===== src/rtl/ddr_tx_word_serializer.sv =====
// ddr_tx_word_serializer
// Takes whole HDR-DDR words (CMD, DATA or CRC) from the DDR/CCC engine and
// shifts them out MSB first, one bit per SCL edge strobe. Preamble, parity,
// CRC token and the running CRC-5 are generated here. A one-entry buffer lets
// the next word be queued while the current one is on the wire, so
// consecutive words stream with no idle strobes between them.
//
// Ports:
//   i_sys_clk, i_sys_rst            clock, synchronous active-high reset
//   i_sclgen_scl_pos_edge/neg_edge  SCL edge strobes (either one advances a bit)
//   i_ddrccc_word_valid/mode/data   word offer (mode 00 CMD, 01 DATA, 10 CRC, 11 illegal)
//   o_ddrccc_word_ready             buffer slot free
//   o_ddrccc_word_done              one-cycle pulse when a word has fully left
//   o_ddrccc_busy                   a word is being shifted
//   o_ddrccc_err                    one-cycle pulse when an illegal word is dropped
//   o_sdahnd_serial_data            registered SDA bit
//   o_crc_value                     running CRC register
module ddr_tx_word_serializer #(
    parameter int                DATA_W   = 16,
    parameter int                CRC_W    = 5,
    parameter logic [CRC_W-1:0]  CRC_POLY = 5'h05,
    parameter logic [CRC_W-1:0]  CRC_INIT = 5'h1F
) (
    input  logic              i_sys_clk,
    input  logic              i_sys_rst,
    input  logic              i_sclgen_scl_pos_edge,
    input  logic              i_sclgen_scl_neg_edge,
    input  logic              i_ddrccc_word_valid,
    input  logic [1:0]        i_ddrccc_word_mode,
    input  logic [DATA_W-1:0] i_ddrccc_word_data,
    output logic              o_ddrccc_word_ready,
    output logic              o_ddrccc_word_done,
    output logic              o_ddrccc_busy,
    output logic              o_ddrccc_err,
    output logic              o_sdahnd_serial_data,
    output logic [CRC_W-1:0]  o_crc_value
);

    localparam int WORD_LEN = DATA_W + 4;
    localparam int CRC_LEN  = CRC_W + 6;
    localparam int LMAX     = (WORD_LEN > CRC_LEN) ? WORD_LEN : CRC_LEN;
    localparam int LEN_W    = $clog2(LMAX + 1);

    localparam logic [1:0] MODE_CMD  = 2'b00;
    localparam logic [1:0] MODE_DATA = 2'b01;
    localparam logic [1:0] MODE_CRC  = 2'b10;
    localparam logic [1:0] MODE_BAD  = 2'b11;

    localparam logic [0:0] ST_IDLE  = 1'b0;
    localparam logic [0:0] ST_SHIFT = 1'b1;

    logic [0:0]        state_reg;
    logic              buf_full_reg;
    logic [1:0]        buf_mode_reg;
    logic [DATA_W-1:0] buf_data_reg;
    logic [LMAX-1:0]   shift_reg;
    logic [LEN_W-1:0]  len_reg;
    logic [LEN_W-1:0]  cnt_reg;
    logic [1:0]        mode_reg;
    logic              sda_reg;
    logic              done_reg;
    logic              err_reg;
    logic              ready_reg;
    logic [CRC_W-1:0]  crc_reg;

    logic              strobe;
    logic              accept;
    logic              buf_legal;
    logic              at_end;
    logic              payload_bit;
    logic              shift_bit;
    logic              crc_fb;
    logic [CRC_W-1:0]  crc_next;
    logic [CRC_W-1:0]  crc_src;
    logic              load_now;
    logic              drop_now;
    logic              buf_full_next;
    logic [LMAX-1:0]   load_bits;
    logic [LEN_W-1:0]  load_len;
    logic [DATA_W/2-1:0] odd_bits;
    logic [DATA_W/2-1:0] even_bits;
    logic              pa1;
    logic              pa0;
    logic [1:0]        preamble;

    // Split the buffered payload into odd and even bit lanes for parity.
    genvar gi;
    generate
        for (gi = 0; gi < DATA_W / 2; gi++) begin : g_parity_lanes
            assign odd_bits[gi]  = buf_data_reg[2*gi + 1];
            assign even_bits[gi] = buf_data_reg[2*gi];
        end
    endgenerate

    assign pa1      = ^odd_bits;
    assign pa0      = ~(^even_bits);
    assign preamble = (buf_mode_reg == MODE_DATA) ? 2'b10 : 2'b01;

    assign strobe    = i_sclgen_scl_pos_edge | i_sclgen_scl_neg_edge;
    assign accept    = i_ddrccc_word_valid & ready_reg;
    assign buf_legal = buf_full_reg && (buf_mode_reg != MODE_BAD);
    assign at_end    = (cnt_reg == len_reg);
    assign shift_bit = shift_reg[LMAX-1];

    // Only DATA payload bits (positions 2 .. DATA_W+1) feed the CRC.
    assign payload_bit = (mode_reg == MODE_DATA) &&
                         (cnt_reg >= LEN_W'(2)) &&
                         (cnt_reg <= LEN_W'(DATA_W + 1));

    assign crc_fb   = crc_reg[CRC_W-1] ^ shift_bit;
    assign crc_next = {crc_reg[CRC_W-2:0], 1'b0} ^ (crc_fb ? CRC_POLY : '0);

    // A CRC word finishing in this same strobe reseeds the CRC, so a CRC word
    // loaded back-to-back behind it must see the fresh seed.
    assign crc_src = ((state_reg == ST_SHIFT) && (mode_reg == MODE_CRC)) ? CRC_INIT : crc_reg;

    // Buffered word, left-aligned so the first bit to send sits at the MSB.
    always_comb begin
        load_bits = '0;
        load_len  = LEN_W'(WORD_LEN);
        if (buf_mode_reg == MODE_CRC) begin
            load_bits[LMAX-1 -: CRC_LEN] = {2'b01, 4'b1100, crc_src};
            load_len                     = LEN_W'(CRC_LEN);
        end else begin
            load_bits[LMAX-1 -: WORD_LEN] = {preamble, buf_data_reg, pa1, pa0};
        end
    end

    assign load_now = buf_legal &&
                      ((state_reg == ST_IDLE) ||
                       ((state_reg == ST_SHIFT) && strobe && at_end));
    assign drop_now = (state_reg == ST_IDLE) && buf_full_reg && !buf_legal;

    always_comb begin
        buf_full_next = buf_full_reg;
        if (load_now || drop_now) begin
            buf_full_next = 1'b0;
        end
        if (accept) begin
            buf_full_next = 1'b1;
        end
    end

    always_ff @(posedge i_sys_clk) begin
        if (i_sys_rst) begin
            state_reg    <= ST_IDLE;
            buf_full_reg <= 1'b0;
            buf_mode_reg <= MODE_CMD;
            buf_data_reg <= '0;
            shift_reg    <= '0;
            len_reg      <= '0;
            cnt_reg      <= '0;
            mode_reg     <= MODE_CMD;
            sda_reg      <= 1'b1;
            done_reg     <= 1'b0;
            err_reg      <= 1'b0;
            ready_reg    <= 1'b0;
            crc_reg      <= CRC_INIT;
        end else begin
            done_reg     <= 1'b0;
            err_reg      <= 1'b0;
            buf_full_reg <= buf_full_next;
            ready_reg    <= ~buf_full_next;
            if (accept) begin
                buf_mode_reg <= i_ddrccc_word_mode;
                buf_data_reg <= i_ddrccc_word_data;
            end

            case (state_reg)
                ST_IDLE: begin
                    sda_reg <= 1'b1;
                    if (drop_now) begin
                        err_reg <= 1'b1;
                    end else if (load_now) begin
                        shift_reg <= load_bits;
                        len_reg   <= load_len;
                        cnt_reg   <= '0;
                        mode_reg  <= buf_mode_reg;
                        state_reg <= ST_SHIFT;
                    end
                end
                ST_SHIFT: begin
                    if (strobe) begin
                        if (!at_end) begin
                            sda_reg   <= shift_bit;
                            shift_reg <= {shift_reg[LMAX-2:0], 1'b0};
                            cnt_reg   <= cnt_reg + LEN_W'(1);
                            if (payload_bit) begin
                                crc_reg <= crc_next;
                            end
                        end else begin
                            // Last bit has been held for one half-period.
                            done_reg <= 1'b1;
                            if (mode_reg == MODE_CRC) begin
                                crc_reg <= CRC_INIT;
                            end
                            if (load_now) begin
                                // Back-to-back: first bit of the next word goes out now.
                                sda_reg   <= load_bits[LMAX-1];
                                shift_reg <= {load_bits[LMAX-2:0], 1'b0};
                                len_reg   <= load_len;
                                cnt_reg   <= LEN_W'(1);
                                mode_reg  <= buf_mode_reg;
                            end else begin
                                sda_reg   <= 1'b1;
                                state_reg <= ST_IDLE;
                            end
                        end
                    end
                end
                default: state_reg <= ST_IDLE;
            endcase
        end
    end

    assign o_ddrccc_word_ready  = ready_reg;
    assign o_ddrccc_word_done   = done_reg;
    assign o_ddrccc_busy        = (state_reg == ST_SHIFT);
    assign o_ddrccc_err         = err_reg;
    assign o_sdahnd_serial_data = sda_reg;
    assign o_crc_value          = crc_reg;

endmodule


===== config.mk =====
export PLATFORM = sky130hd
export DESIGN_NAME = ddr_tx_word_serializer
export DESIGN_NICKNAME = d
export VERILOG_FILES = /design/src/rtl/ddr_tx_word_serializer.sv
export SDC_FILE = /design/constraint.sdc
export NUM_CORES = 1
export LEC_CHECK = 0
export ABC_AREA = 1
export ABC_CLOCK_PERIOD_IN_PS = 1650
export BUFFER_PORTS_ARGS = -buffer_cell sky130_fd_sc_hd__buf_4
export CAP_MARGIN = 20
export CORE_ASPECT_RATIO = 0.6
export CORE_MARGIN = 5
export CORE_UTILIZATION = 47
export DETAILED_ROUTE_END_ITERATION = 16
export GPL_TIMING_DRIVEN = 0
export PLACE_DENSITY = 0.65
export SETUP_SLACK_MARGIN = 0.02
export SYNTH_ARGS = -nofsm -noshare
export SYNTH_HDL_FRONTEND = slang
export SYNTH_SLANG_ARGS = --single-unit
export TNS_END_PERCENT = 10

===== constraint.sdc =====
create_clock -name i_sys_clk -period 1.65 [get_ports i_sys_clk]
set_input_delay 0.165 -clock i_sys_clk [delete_from_list [all_inputs] [get_ports i_sys_clk]]
set_output_delay 0.165 -clock i_sys_clk [all_outputs]
set_load 0.1 [all_outputs]

==> flow_summary_export.csv, run 1 <==
group,metric,value,unit
status,status,"finished clean",
place,dpl_cell_area,3556,um2
finish,largest_reg_flops,20,
power,power,3.988,mW
setup_path,cp.required,1910,ps
timing,hold_violations,0,
logic_synthesis,synthCells,488,
power,irDropWorstVdd,0.7126,mV
detailed_routing,drc,0,
min_path,hp-class,"in -> reg",
power,powerDensity,1029,nW/um2
setup_path,cp_cell_sequence,"buf_4 -> nor2_1 -> nand2_1 -> nand2_2 -> nand2_4 -> nor2_4 -> buf_6 -> nand4_1 -> a21oi_2",
setup_path,worstSetupPathType,"reg -> reg",
finish,antenna_cells,0,
logic_synthesis,ys_ff_latch,58,
place,hpwl,6727,um
finish,fin_util,58.27,%
timing,period_needed,1544,ps
finish,final_nets,557,
timing,rsz0062_at_grt,"yes",
floorplanning,core,6648,um2
timing,maxSlewHeadroom,61.98,%
finish,final_area,3874,um2
logic_synthesis,synth.largest_area_cell,"dfxtp_1",
setup_path,critPathLaunchType,"flip-flop",
global_route,grtUsageTotal,23.15,%
floorplanning,dieWidth,116.5,um
setup_path,crit_slowest_cell,"dfxtp_1",
timing,fin_tns_setup,0,ps
logic_synthesis,seq_area_frac_synth,36.29,%
detailed_routing,routedWlPerCell,14.85,um
floorplanning,initial_core_util,48.13,%
floorplanning,die_area,8612,um2
logic_synthesis,yosys_warnings,0,
flow_run,maxCapViolCount,0,
timing,setup_viol,0,
timing,clock.fmax,647.8,MHz
setup_path,max_stage_delay,290,ps
power,leakage,1.762,nW
logic_synthesis,syn_nets,514,
timing,worstMarginPinSlew,570.2,ps
detailed_routing,wl,9251,um
clocking,clk_pin_slew,50,ps
logic_synthesis,ys_top_cells_by_area,"dfxtp_1, nand2_1, nor2_1",
clocking,cts-buffers-inserted,9,
logic_synthesis,avgSynthCellArea,6.556,um2
timing,period_share,93.56,%
logic_synthesis,ys_types,35,
detailed_routing,drt_pass1_iterations,5,
finish,layout_commonest_cell,"nand2_1",
setup_path,path_delay_family,"simple AND/OR/NAND/NOR gates",
global_route,grt_start_max_net_pins,11,
floorplanning,ios,33,
clocking,clock_sinks,58,
detailed_routing,vias,3291,
place,place.gp.congestion,0.8560,
global_route,antenna_found_initial,0,
clocking,root_buffer,"clkbuf_16",
logic_synthesis,synth_top_area_share,36.29,%
finish,final_cell_mix,"nand2_1, nor2_1, dfxtp_1",
detailed_routing,drt_iter0_drc,351,
setup_path,worstPathMaxFanout,10,
floorplanning,die_h,73.91,um
timing,finClkSkew,6.537,ps
detailed_routing,vias_per_cell,5.283,
setup_path,timing.critical_path.arrival,1810,ps
finish,areaGrowthSynthToFinish,21.08,%
global_route,grt_pass1_wl,14980,um
setup_path,worst-path-buf-inv,2,
finish,drive_above_1_share,17.72,%
timing,drv_slew,0,
logic_synthesis,syn-cell-area,3199,um2
clocking,ctsHoldBuffers,0,
setup_path,endpoint_kind,"flip-flop",
global_route,gr-total-overflow,0,
clocking,htreeDepth,3,
floorplanning,row_count,23,
detailed_routing,ant_nets,0,
clocking,clockBufferDepth,2,
clocking,clk_latency,330,ps
global_route,grt_pass1_vias,2911,
clocking,tritoncts,"built",
place,port_buffers,32,
-- layer usage --
layer / track usage, % / up-vias / routed length [um]
li1: - / 1666 / -
met3: 7.984 / 8 / 857
met5: 0 / - / 0
met1: 35.76 / 1497 / 4765
met4: 4.891 / 0 / 83
met2: 30.42 / 120 / 3545
-- synthesized netlist by cell type (all sizes together) --
| cell | instances |
|---|---|
| a211oi | 1 |
| a21oi | 28 |
| a22oi | 2 |
| a31oi | 4 |
| and2 | 1 |
| buf | 15 |
| clkbuf | 11 |
| clkinv | 3 |
| dfxtp | 58 |
| ha | 3 |
| inv | 40 |
| nand2 | 135 |
| nand3 | 46 |
| nand4 | 11 |
| nor2 | 70 |
| nor3 | 3 |
| nor3b | 1 |
| nor4 | 1 |
| o211ai | 1 |
| o21ai | 44 |
| or2 | 2 |
| xnor2 | 4 |
| xor2 | 4 |
-- tightest hold or removal path, cell delays in order --
cell and delay (ps):
buf_4 90, a211oi_1 40, o21ai_0 50
-- cell families (layout without fill, tap and decap cells) --
kind of cell             count (synthesis)  in the layout  synth area share [%]
XOR/XNOR                                 8              8                 2.190
AND/OR/NAND/NOR                        270            270                 36.88
flip-flops                              58             58                 36.29
adder cells (fa/ha/maj)                  3              3                 1.173
buffers and inverters                   69            117                 10.36
AO/OA/AOI/OAI                           80             80                 13.10
-- timing repair --
action | CTS | global route
gates resized for setup | 1 | 27
buffers inserted | 2 | 0
pin swaps | 1 | 2
setup endpoints to repair | 7 | 34
-- worst paths after layout --
kind	start	end	slack, ps	cells past startpoint
hold reg to reg	shift_reg[0]	shift_reg[0]	460	2
setup reg to reg	cnt_reg[2]	shift_reg[2]	110	9
hold / removal	i_sys_rst	o_sdahnd_serial_data	50	3
setup / recovery	cnt_reg[2]	shift_reg[2]	110	9
-- power by group --
part           switching [mW]  total, mW  internal, mW
Clock                   0.628       1.68          1.05
Sequential             0.0757       1.57          1.49
Combinational           0.485      0.747         0.262
Total                    1.19       3.99          2.80
-- stage by stage --
| step | instances | setup slack [ps] | hold slack (ps) |
|---|---|---|---|
| 6_report | 623 | 106.3 | 50.42 |
| 5_1_grt | 623 | 0.1794 | 69.61 |
| 4_1_cts | 625 | 20.19 | 42.33 |
| 3_5_place_dp | 607 | -12.60 | 385.4 |
| 3_3_place_gp | 607 | -15.65 | 382.9 |
| 2_1_floorplan | 488 | -78.95 | 268.4 |
-- cell type report --
type | instances | area (um2)
multi-input cells | 361 | 1737
clock inverters | 3 | 15.01
well taps | 87 | 108.9
clock buffers | 13 | 250.2
repair buffers | 34 | 255.2
plain buffers | 24 | 170.2
fillers | 674 | 2774
flip-flops and latches | 58 | 1174
inverters | 43 | 163.9
Note: power is estimated with default switching activity, not from simulation.
==> run 2, diff against run 1 <==
--- a/config.mk
+++ b/config.mk
@@ -5,7 +5,6 @@
 export SDC_FILE = /design/constraint.sdc
 export NUM_CORES = 1
 export LEC_CHECK = 0
-export ABC_AREA = 1
 export ABC_CLOCK_PERIOD_IN_PS = 1650
 export BUFFER_PORTS_ARGS = -buffer_cell sky130_fd_sc_hd__buf_4
 export CAP_MARGIN = 20
==> run 2 against run 1 <==
Largest cell class unchanged; worst hold slack improved by 8.3 ps; design area rose by 0.42%; synthesized cell count fell by 24%; global-route usage barely moved; the run now ends with setup timing left; final cell count fell by 17%; sequential power fell by 4%; register-to-register slack got worse by 500 ps; sequential cell count did not move; clock power fell by 10%; power fell by 11%; largest power group is now registers; critical path type unchanged.
==> flow_summary_export.csv, run 2 <==
group,metric,value,unit
clocking,root_buffer,"clkbuf_8",
floorplanning,die_h,72.46,um
min_path,whs_path_depth,3,
status,violations,"setup timing",
logic_synthesis,syn-cell-area,3055,um2
power,power,3.564,mW
finish,layout_commonest_cell,"nand2_1",
clocking,tritoncts,"built",
logic_synthesis,synthCells,373,
logic_synthesis,yosys_warnings,0,
logic_synthesis,yosysMostFrequentCell,"nand2_1",
logic_synthesis,synth_common_cells,"nand2_1, a21oi_1, dfxtp_1",
finish,final_nets,453,
finish,fin_cells,516,
global_route,grt_start_max_net_pins,13,
setup_path,rrSetupSlack,-390,ps
power,switching_power,1.015,mW
timing,fin_tns_setup,-11560,ps
power,p_int,2.549,mW
global_route,grt_pass1_wl,14770,um
place,placed_cells,489,
finish,final_cell_mix,"nand2_1, a21oi_1, dfxtp_1",
timing,hold_slack,58.72,ps
timing,layout_setup_ws,-391.3,ps
logic_synthesis,ys_ff_latch,58,
detailed_routing,routedWlPerCell,17.85,um
timing,drv_slew,0,
detailed_routing,drc,0,
finish,fin_util,62.53,%
detailed_routing,wl,9213,um
power,irDropWorstVdd,0.7573,mV
power,leakage,1.314,nW
global_route,antenna_found_initial,0,
global_route,gr-total-overflow,0,
logic_synthesis,syn_nets,399,
detailed_routing,drt_iter0_drc,271,
detailed_routing,vias_per_cell,5.936,
clocking,clk_latency,350,ps
logic_synthesis,synth_edf_count,0,
power,swShare,28.47,%
setup_path,cp_cell_sequence,"or4_4 -> a22o_1 -> buf_6 -> buf_12 -> buf_4 -> nor3_2 -> o21ai_1 -> a311oi_1",
setup_path,timing.critical_path.arrival,2300,ps
clocking,clk_pin_slew,70,ps
timing,rsz0062_at_grt,"yes",
logic_synthesis,ys_async_sr_fraction,0,%
place,hpwl,6498,um
floorplanning,dieWidth,114.1,um
timing,period_share,123.7,%
floorplanning,die_area,8266,um2
finish,antenna_cells,0,
power,p_seq_share,42.3,%
logic_synthesis,synth.largest_area_cell,"dfxtp_1",
logic_synthesis,ys_types,62,
setup_path,max_stage_delay,530,ps
setup_path,critPathLaunchType,"flip-flop",
place,dp_slack,-567.8,ps
power,pwr-share-clk,42.3,%
place,dpl_cell_area,3422,um2
setup_path,r2r-end,"shift_reg[10]",
flow_run,maxCapViolCount,0,
finish,drive_above_1_share,28.24,%
setup_path,worstSetupPathType,"reg -> reg",
power,powerDensity,916.1,nW/um2
detailed_routing,vias,3063,
power,comb_power_share,15.4,%
logic_synthesis,avgSynthCellArea,8.192,um2
logic_synthesis,ys_top_cells_by_area,"dfxtp_1, a21oi_1, nand2_1",
timing,finClkSkew,4.757,ps
min_path,hold-path-endpoint,"buf_mode_reg[1]",
finish,largest_reg_flops,20,
clocking,clockBufferDepth,2,
setup_path,crit_slowest_cell,"or4_4",
clocking,ctsHoldBuffers,0,
min_path,hold_start,"i_ddrccc_word_mode[1]",
timing,setup_viol,39,
global_route,grt_pass1_vias,2749,
setup_path,rr_worst_depth,8,
finish,final_area,3890,um2
global_route,grtUsageTotal,23.11,%
status,status,"complete, but fails checks",
clocking,clock_sinks,58,
logic_synthesis,dominantRegCellSynth,"dfxtp_1",
min_path,hp-class,"in -> reg",
finish,areaGrowthSynthToFinish,27.31,%
floorplanning,ios,33,
logic_synthesis,seq_area_frac_synth,38.00,%
floorplanning,row_count,22,
clocking,htreeDepth,3,
detailed_routing,drt_pass1_iterations,5,
setup_path,r2r-start,"cnt_reg[1]",
floorplanning,initial_core_util,49.12,%
place,port_buffers,32,
floorplanning,core,6221,um2
logic_synthesis,synth_top_area_share,38.00,%
detailed_routing,ant_nets,0,
place,place.gp.congestion,0.8820,
setup_path,cp.required,1910,ps
timing,maxSlewHeadroom,52.91,%
timing,period_needed,2041,ps
timing,hold_violations,0,
timing,clock.fmax,489.9,MHz
setup_path,endpoint_kind,"flip-flop",
setup_path,worstPathMaxFanout,8,
timing,worstMarginPinSlew,706.4,ps
clocking,cts-buffers-inserted,9,
## run 2: cell count changes after synthesis, sizes merged, moves of 7 or more
cell and change:
nand2 -70, nor2 -53, nand3 -40, inv -34
a21oi +33, o21ai -31, a211oi +12, xnor2 +11
nand4 -9, o22ai +9, or3 +8, nor3 +7
## run 2: worst max-delay path, delay by kind of cell (launching register included)
kind / cells / cell delay [ps]
compound gates: 3 / 540
buf+inv: 3 / 430
flops: 1 / 360
simple gates: 2 / 620
## run 2: metal layers
metal	global-route usage [%]	wire (um)	vias to the layer above
met5	0	0	-
met1	35.73	4538	1428
met3	8.917	1100	8
li1	-	-	1467
met2	28.86	3491	160
met4	6.061	82	0
## run 2: final cells by class
type / instances / area, um2
fillers: 581 / 2331
multi-input cells: 282 / 1826
flip-flops and latches: 58 / 1174
repair buffers: 43 / 360.3
plain buffers: 27 / 178.9
clock buffers: 9 / 123.9
well taps: 84 / 105.1
clock inverters: 7 / 100.1
inverters: 6 / 22.52
## run 2: worst max path at each step
| stage | start | end | slack, ps | depth (start not counted) |
|---|---|---|---|---|
| floorplan | cnt_reg[1] | shift_reg[12] | -250 | 7 |
| global placement | cnt_reg[1] | shift_reg[4] | -540 | 6 |
| detailed placement | cnt_reg[1] | shift_reg[2] | -570 | 6 |
| CTS | cnt_reg[1] | shift_reg[12] | -360 | 7 |
| global route | cnt_reg[1] | shift_reg[11] | -490 | 7 |
| finish | cnt_reg[1] | shift_reg[10] | -390 | 8 |
## run 2: power by group through the flow
stage	logic (mW)	registers, mW	clock network [mW]
floorplan	0.318	1.55	0
detailed placement	0.478	1.54	0
CTS	0.507	1.50	1.55
global placement	0.475	1.54	0
finish	0.549	1.51	1.51
global route	0.592	1.51	1.61
## run 2: kinds of logic (layout without fill, tap and decap cells)
| group | after synthesis | in the layout | share of synthesized area, % |
|---|---|---|---|
| AO/OA/AOI/OAI | 127 | 127 | 28.22 |
| XOR/XNOR | 16 | 16 | 4.587 |
| adder cells (fa/ha/maj) | 3 | 3 | 1.229 |
| buffers and inverters | 33 | 92 | 5.282 |
| flip-flops | 58 | 58 | 38.00 |
| multiplexers | 3 | 3 | 0.9828 |
| AND/OR/NAND/NOR | 133 | 133 | 21.70 |
## run 2: what timing repair did
item | in CTS | in global routing
endpoints found under the setup margin | 39 | 39
setup buffers | 7 | 3
cloned | 0 | 1
resized for setup | 15 | 21
pin swaps | 14 | 13
